<file path="src/rtl/ysyx_040066_div_issue.sv">
// EX-stage issue/collect control for the multi-cycle divider.
// Divide-by-zero is resolved locally; ops flushed while in flight are drained and dropped.
module ysyx_040066_div_issue #(
  parameter int XLEN = 64
) (
  input  logic            clk,
  input  logic            rst,
  input  logic            ex_valid,
  input  logic            ex_is_div,
  input  logic [XLEN-1:0] ex_src1,
  input  logic [XLEN-1:0] ex_src2,
  input  logic            ex_is_w,
  input  logic [1:0]      ex_aluctr,
  input  logic [4:0]      ex_rd,
  input  logic            flush,
  output logic            stall,
  output logic [XLEN-1:0] div_src1,
  output logic [XLEN-1:0] div_src2,
  output logic            div_is_w,
  output logic [1:0]      div_aluctr,
  output logic            div_in_valid,
  input  logic            div_in_ready,
  input  logic            div_out_valid,
  input  logic [XLEN-1:0] div_result,
  output logic            wb_valid,
  output logic [XLEN-1:0] wb_data,
  output logic [4:0]      wb_rd
);

  // state | meaning
  // IDLE  | nothing in flight, accepts a new divide op
  // REQ   | div_in_valid raised, waiting for div_in_ready
  // WAIT  | divider working on our op
  // DONE  | result held, single wb_valid cycle
  // DRAIN | divider working on a flushed op, its result is dropped
  typedef enum logic [2:0] {S_IDLE, S_REQ, S_WAIT, S_DONE, S_DRAIN} state_e;

  state_e          state_q, state_d;
  logic [XLEN-1:0] src1_q, src1_d;
  logic [XLEN-1:0] src2_q, src2_d;
  logic [XLEN-1:0] res_q, res_d;
  logic            is_w_q, is_w_d;
  logic [1:0]      aluctr_q, aluctr_d;
  logic [4:0]      rd_q, rd_d;
  logic            ex_req;
  logic            div_by_zero;
  logic [XLEN-1:0] zero_res;

  assign ex_req      = ex_valid & ex_is_div & ~flush;
  assign div_by_zero = ex_is_w ? (ex_src2[31:0] == 32'd0) : (ex_src2 == '0);
  // W sign-extension of the remainder is applied on the writeback path
  assign zero_res    = ex_aluctr[1] ? ex_src1 : '1;

  always_comb begin
    state_d      = state_q;
    src1_d       = src1_q;
    src2_d       = src2_q;
    is_w_d       = is_w_q;
    aluctr_d     = aluctr_q;
    rd_d         = rd_q;
    res_d        = res_q;
    stall        = 1'b0;
    div_in_valid = 1'b0;
    wb_valid     = 1'b0;
    case (state_q)
      S_IDLE: begin
        stall = ex_req;
        if (ex_req) begin
          src1_d   = ex_src1;
          src2_d   = ex_src2;
          is_w_d   = ex_is_w;
          aluctr_d = ex_aluctr;
          rd_d     = ex_rd;
          if (div_by_zero) begin
            res_d   = zero_res;
            state_d = S_DONE;
          end else begin
            state_d = S_REQ;
          end
        end
      end
      S_REQ: begin
        stall        = 1'b1;
        div_in_valid = 1'b1;
        if (flush) begin
          state_d = div_in_ready ? S_DRAIN : S_IDLE;
        end else if (div_in_ready) begin
          state_d = S_WAIT;
        end
      end
      S_WAIT: begin
        stall = 1'b1;
        if (div_out_valid) begin
          if (flush) begin
            state_d = S_IDLE;
          end else begin
            res_d   = div_result;
            state_d = S_DONE;
          end
        end else if (flush) begin
          state_d = S_DRAIN;
        end
      end
      S_DONE: begin
        wb_valid = ~flush;
        state_d  = S_IDLE;
      end
      S_DRAIN: begin
        // divider cannot be aborted: hold any new op until the stale result passes
        stall = ex_req;
        if (div_out_valid) state_d = S_IDLE;
      end
      default: state_d = S_IDLE;
    endcase
  end

  always_ff @(posedge clk or negedge rst) begin
    if (!rst) begin
      state_q  <= S_IDLE;
      src1_q   <= '0;
      src2_q   <= '0;
      is_w_q   <= 1'b0;
      aluctr_q <= 2'b00;
      rd_q     <= 5'd0;
      res_q    <= '0;
    end else begin
      state_q  <= state_d;
      src1_q   <= src1_d;
      src2_q   <= src2_d;
      is_w_q   <= is_w_d;
      aluctr_q <= aluctr_d;
      rd_q     <= rd_d;
      res_q    <= res_d;
    end
  end

  assign div_src1   = src1_q;
  assign div_src2   = src2_q;
  assign div_is_w   = is_w_q;
  assign div_aluctr = aluctr_q;
  assign wb_data    = is_w_q ? {{(XLEN-32){res_q[31]}}, res_q[31:0]} : res_q;
  assign wb_rd      = rd_q;

endmodule

</file>
<file path="config.mk">
export PLATFORM = sky130hd
export DESIGN_NAME = ysyx_040066_div_issue
export DESIGN_NICKNAME = d
export VERILOG_FILES = /design/src/rtl/ysyx_040066_div_issue.sv
export SDC_FILE = /design/constraint.sdc
export NUM_CORES = 1
export LEC_CHECK = 0
export ABC_CLOCK_PERIOD_IN_PS = 4500
export BUFFER_PORTS_ARGS = -buffer_cell sky130_fd_sc_hd__buf_2
export CORE_AREA = 2 2 160 162
export DETAILED_ROUTE_END_ITERATION = 10
export DIE_AREA = 0 0 162 164
export GPL_TIMING_DRIVEN = 0
export PLACE_DENSITY = 0.66
export SETUP_SLACK_MARGIN = 0.1
export SYNTH_ARGS = -nofsm -noshare
export SYNTH_HDL_FRONTEND = slang
export SYNTH_SLANG_ARGS = --single-unit
</file>
<file path="constraint.sdc">
create_clock -name clk -period 4.5 [get_ports clk]
set_input_delay 0.45 -clock clk [delete_from_list [all_inputs] [get_ports clk]]
set_output_delay 0.45 -clock clk [all_outputs]
set_load 0.03 [all_outputs]
</file>
* Word level (Yosys, flattened, before mapping)
Cells that the tools add are included.
** Word-level totals
- Bits in registers :: 203
- Bits of input ports :: 207
- Logic and storage cells :: 51
** Operators by class
- Equality and inequality tests :: 11
- Muxes and demuxes :: 21
- Bitwise logic cells :: 3
- Reduce and logical (&&, ||, !) cells :: 9
** Operators by type and width (count)
- $mux 64 :: 6
- $pmux 64 s2 :: 1
- $logic_not 64->1 :: 1
- $logic_not 32->1 :: 1
- $mux 3 :: 7
- $pmux 3 s4 :: 1
- $ne 2x2->1 const B :: 5
- $eq 3x2->1 const B :: 2
- $ne 3x3->1 const B :: 2
- $reduce_and 5->1 :: 1
- $mux 2 :: 2
- $reduce_and 4->1 :: 1
- $reduce_or 2->1 :: 2
- $eq 3x1->1 const B :: 1
- $eq 3x3->1 const B :: 1
- $logic_not 3->1 :: 1
- $mux 1 :: 3
- $and 1x1->1 :: 2
- $pmux 1 s2 :: 1
- $reduce_and 2->1 :: 1
- $reduce_bool 2->1 :: 1
- $not 1->1 :: 1

* Logic depth before layout (Yosys ltp)
- Depth after elaboration :: 5
- Mapped depth :: 7
- Gate-level depth less buffers :: 5

* Least setup slack after synthesis
Ideal clock, no wire load.
- Kind :: input to register
- Start point :: in ex_src2[27]
- End point :: reg res_q[3]
- Library setup time :: 125 ps
- Arrival time :: 2191 ps
- Setup slack :: 2185 ps
- Stages :: 6
- Cells stage by stage :: nor4_1 > nand4_1 > or3_4 > o31ai_4 > buf_6 > mux2_2
** Between the ends
- Cells in the longest elaborated chain, start to end :: 4
** RTL lines
- from (decl) :: RTL line 11 : input logic [XLEN-1:0] ex_src2,
- $logic_not 64->1 or $logic_not 32->1 (tied branches) :: RTL line 50 : assign div_by_zero = ex_is_w ? (ex_src2[31:0] == 32'd0) : (ex_src2 == '0);
- $mux 1 (*) :: RTL line 50
- $ne 2x2->1 (no source line) (*)
- $reduce_and 5->1 (no source line) (*)
- to (signal assigned) :: RTL line 133 : res_q <= res_d;
- to (decl) :: RTL line 41 : logic [XLEN-1:0] res_q, res_d;
Every way passes the cells marked *; elsewhere a longest branch is shown, timed or not.
A chain may end at the register's enable or synchronous reset.

* Final worst setup path
- Start point :: reg state_q[1]
- End point :: reg res_q[30]
** Between the ends
- Cells in the longest elaborated chain, start to end :: 3
** RTL lines
- from (decl) :: RTL line 38 : state_e state_q, state_d;
- from (signal assigned) :: RTL line 127 : state_q <= state_d;
- $eq 3x2->1 or $logic_not 3->1 (tied branches) :: RTL line 65 : case (state_q)
- $ne 2x2->1 (no source line) or $reduce_bool 2->1 (tied branches)
- $reduce_and 5->1 (no source line)
Parallel ways exist; a longest one is shown, timed or not.

==> flow_summary_export.csv <==
group,metric,value,unit
hold_path,hold_class,"in2reg",
cts,h-tree-depth,1,
die,dieWidth,162,um
critical_path,r2r-end,"res_q[30]",
critical_path,worst_ep_required_time,4.89,ns
global_routing,overflow,0,
routing,wl_met2,14300,um
routing,wl,29000,um
cts,numCtsBuffers,24,
routing,wl_met1,11500,um
routing,route.met3.wl,2290,um
synthesis,ys_seq_area_share,55.4,%
pwr,vdd_drop_max,0.452,mV
cts,clock-sinks,203,
global_routing,grt_pass1_vias,8049,
die,core_area,0.0248,mm^2
sta,relSlewSlack,37.0,%
job,maxCapViolations,0,
synthesis,yosysUniqueCellTypes,30,
cts,clk_pin_slew_worst_paths,0.06,ns
global_routing,grt_max_degree,107,
routing,dr_total_vias,7980,
cells_and_area,finalNetCount,1509,
synthesis,synthCells,866,
placed_design,finalWeightedCongestion,0.852,
sta,fmax,0.355,GHz
critical_path,crit_start,"state_q[1]",
sta,fin_setup_tns,0,ns
critical_path,critPathMaxStageDelay,0.76,ns
die,die-height,164,um
routing,viasPerCell,4.84,
cts,cts-root-buf,"clkbuf_16",
critical_path,path_cells,"nor2_1 -> nand4_1 -> or3_4 -> o31ai_4 -> buf_6 -> mux2_2",
pwr,internal_power,5.60,mW
routing,highest_layer,"met5",
die,dieArea,0.0266,mm^2
cells_and_area,instances_no_fill,1649,
cts,clock_path_buffers,3,
critical_path,cpLargestDelayFamily,"simple AND/OR/NAND/NOR gates",
critical_path,cp_slowest_cell,"o31ai_4",
pwr,clkPwrFrac,19.8,%
sta,fin_crit,2.82,ns
routing,ant_nets,0,
pwr,seqPwrFrac,31.8,%
synthesis,syn_area_per_cell,10.6,um^2
placed_design,hpwl,22200,um
outcome,outcome,"complete, no violations",
global_routing,grt.total_usage,21.1,%
routing,first_pass_iters,5,
critical_path,setup.worst_path.end_class,"flop",
routing,drt_iter0_markers,456,
synthesis,synth_seq_cells,203,
pwr,switchingPower,4.51,mW
critical_path,r2r_start,"state_q[1]",
sta,finClkSkew,0.0101,ns
critical_path,reg2reg_slack,1.68,ns
cells_and_area,fin_util,50.3,%
placed_design,portBuffers,408,
die,start_util,36.9,%
die,rows,58,
critical_path,crit_path_max_fanout,10,
global_routing,antenna_found_initial,2,
critical_path,cp.depth,6,
critical_path,arrival,3.20,ns
sta,finalCritPeriodShare,62.6,%
critical_path,start_kind,"flop",
routing,wl_per_cell,17.6,um
die,pin_count,410,
pwr,power_leakage,6.51,nW
pwr,swShare,44.6,%
placed_design,placed_cells,1605,
routing,drc,0,
sta,worstMarginPinSlew,0.945,ns
cts,cts_tree,"built",
synthesis,yosysWarnings,0,
sta,rsz0062_at_grt,"false",
critical_path,worstSetupEndpoint,"res_q[30]",
critical_path,path_class,"reg2reg",
sta,hold_viol,0,
sta,setup_viol,0,
cells_and_area,antennaDiodeCount,0,
cells_and_area,area_delta_synth_final,36.2,%
critical_path,reg2reg_depth,6,
critical_path,cp_num_buf_inv,1,
pwr,powerDensity,810,mW/mm^2
cells_and_area,final_layout_size_suffix_gt1_share,46.6,%
synthesis,synth_fp_nets,1073,
cts,clk_latency,0.51,ns
global_routing,grt_pass1_wl,43800,um
synthesis,synth_area,0.00917,mm^2
pwr,p_comb_share,48.4,%
sta,finalMaxSlewViolations,0,
routing by layer:
metal | vias up | track usage [%]
li1 | 3751 | -
met1 | 3822 | 25.5
met2 | 341 | 36.7
met3 | 62 | 5.28
met4 | 4 | 7.44
met5 | - | 0
layout make-up:
| cell class | count | area (um^2) |
|---|---|---|
| fillers | 2368 | 12300 |
| flip-flops and latches | 203 | 5080 |
| multi-input cells | 476 | 3220 |
| repair buffers | 410 | 2090 |
| well taps | 330 | 413 |
| plain buffers | 88 | 495 |
| clock buffers | 37 | 711 |
| clock inverters | 6 | 108 |
| inverters | 99 | 372 |
placed cells by master (no fill, tap or decap), types with 4 or more instances in the layout:
| master | count |
|---|---|
| nand2_1 | 68 |
| a31oi_1 | 64 |
| dfrtp_1 | 203 |
| nor4_1 | 15 |
| o21ai_0 | 97 |
| nor3_1 | 4 |
| mux2_1 | 6 |
| nor2_1 | 69 |
| inv_1 | 99 |
| buf_2 | 407 |
| clkbuf_1 | 56 |
| buf_4 | 32 |
| clkbuf_16 | 25 |
| clkbuf_8 | 4 |
| mux2_2 | 130 |
| buf_6 | 6 |
cell usage after synthesis:
cell type / n / area (um^2)
a21o_1: 1 / 7.51
a21oi_1: 2 / 10.0
a22o_1: 1 / 8.76
a31oi_1: 64 / 400
and3_1: 1 / 6.26
and4_1: 2 / 17.5
buf_1: 2 / 7.51
buf_4: 32 / 240
buf_6: 6 / 67.6
clkbuf_1: 48 / 180
dfrtp_1: 203 / 5080
inv_1: 99 / 372
mux2_1: 6 / 67.6
mux2_2: 130 / 1460
nand2_1: 68 / 255
nand2b_1: 1 / 6.26
nand3_1: 1 / 5.00
nand3b_1: 1 / 7.51
nand4_1: 3 / 18.8
nor2_1: 69 / 259
nor2b_1: 3 / 18.8
nor3_1: 4 / 20.0
nor4_1: 15 / 93.8
o21a_1: 1 / 7.51
o21ai_0: 97 / 485
o22ai_1: 2 / 12.5
o31ai_4: 1 / 21.3
o41ai_1: 1 / 8.76
or3_1: 1 / 6.26
or3_4: 1 / 11.3
what timing repair did:
action	4_1_cts	5_1_grt
gates resized for setup	0	0
hold buffers	1	0
setup buffers	0	0
endpoints found under the hold margin	12	0
metrics by stage:
stage,power [mW],hold slack [ns],area [um^2],worst slack (ns)
after floorplan,6.55,0.154,9170,2.18
after global placement,8.08,0.457,11600,-0.583
after detailed placement,8.16,0.465,11700,1.24
after CTS,10.2,0.154,12500,1.60
after global routing,10.7,0.153,12500,1.49
final,10.1,0.166,12500,1.68
power by group through the flow:
stage                     registers (mW)  clock network [mW]  logic (mW)
after floorplan                     4.41                   0        2.14
after global placement              3.19                   0        4.89
after detailed placement            3.23                   0        4.94
after CTS                           3.21                2.05        4.94
after global routing                3.33                2.12        5.22
final                               3.22                2.01        4.89
registers in the layout (all words and copies together) (netlist names):
signal	count
res_q	64
state_q	3
wb_rd	5
div_aluctr	2
div_is_w	1
div_src2	64
div_src1	64
kinds of logic (layout without fill, tap and decap cells):
logic type      Yosys count  in the layout  share of synthesized area [%]
flops                   203            203                           55.4
buf+inv                 187            640                           9.46
compound gates          170            170                           10.5
simple gates            170            170                           7.92
mux                     136            136                           16.7
worst min-delay path by stage:
stage	startpoint	to	slack, ns	depth (start not counted)
finish	ex_rd[2]	wb_rd[2]	0.17	2
global placement	div_src1[9]	div_src1[9]	0.46	2
floorplan	rst	div_aluctr[0]	0.15	0
detailed placement	div_src1[10]	div_src1[10]	0.46	2
CTS	ex_rd[2]	wb_rd[2]	0.15	2
global route	ex_rd[4]	wb_rd[4]	0.15	2
(Power assumes the default switching activity.)
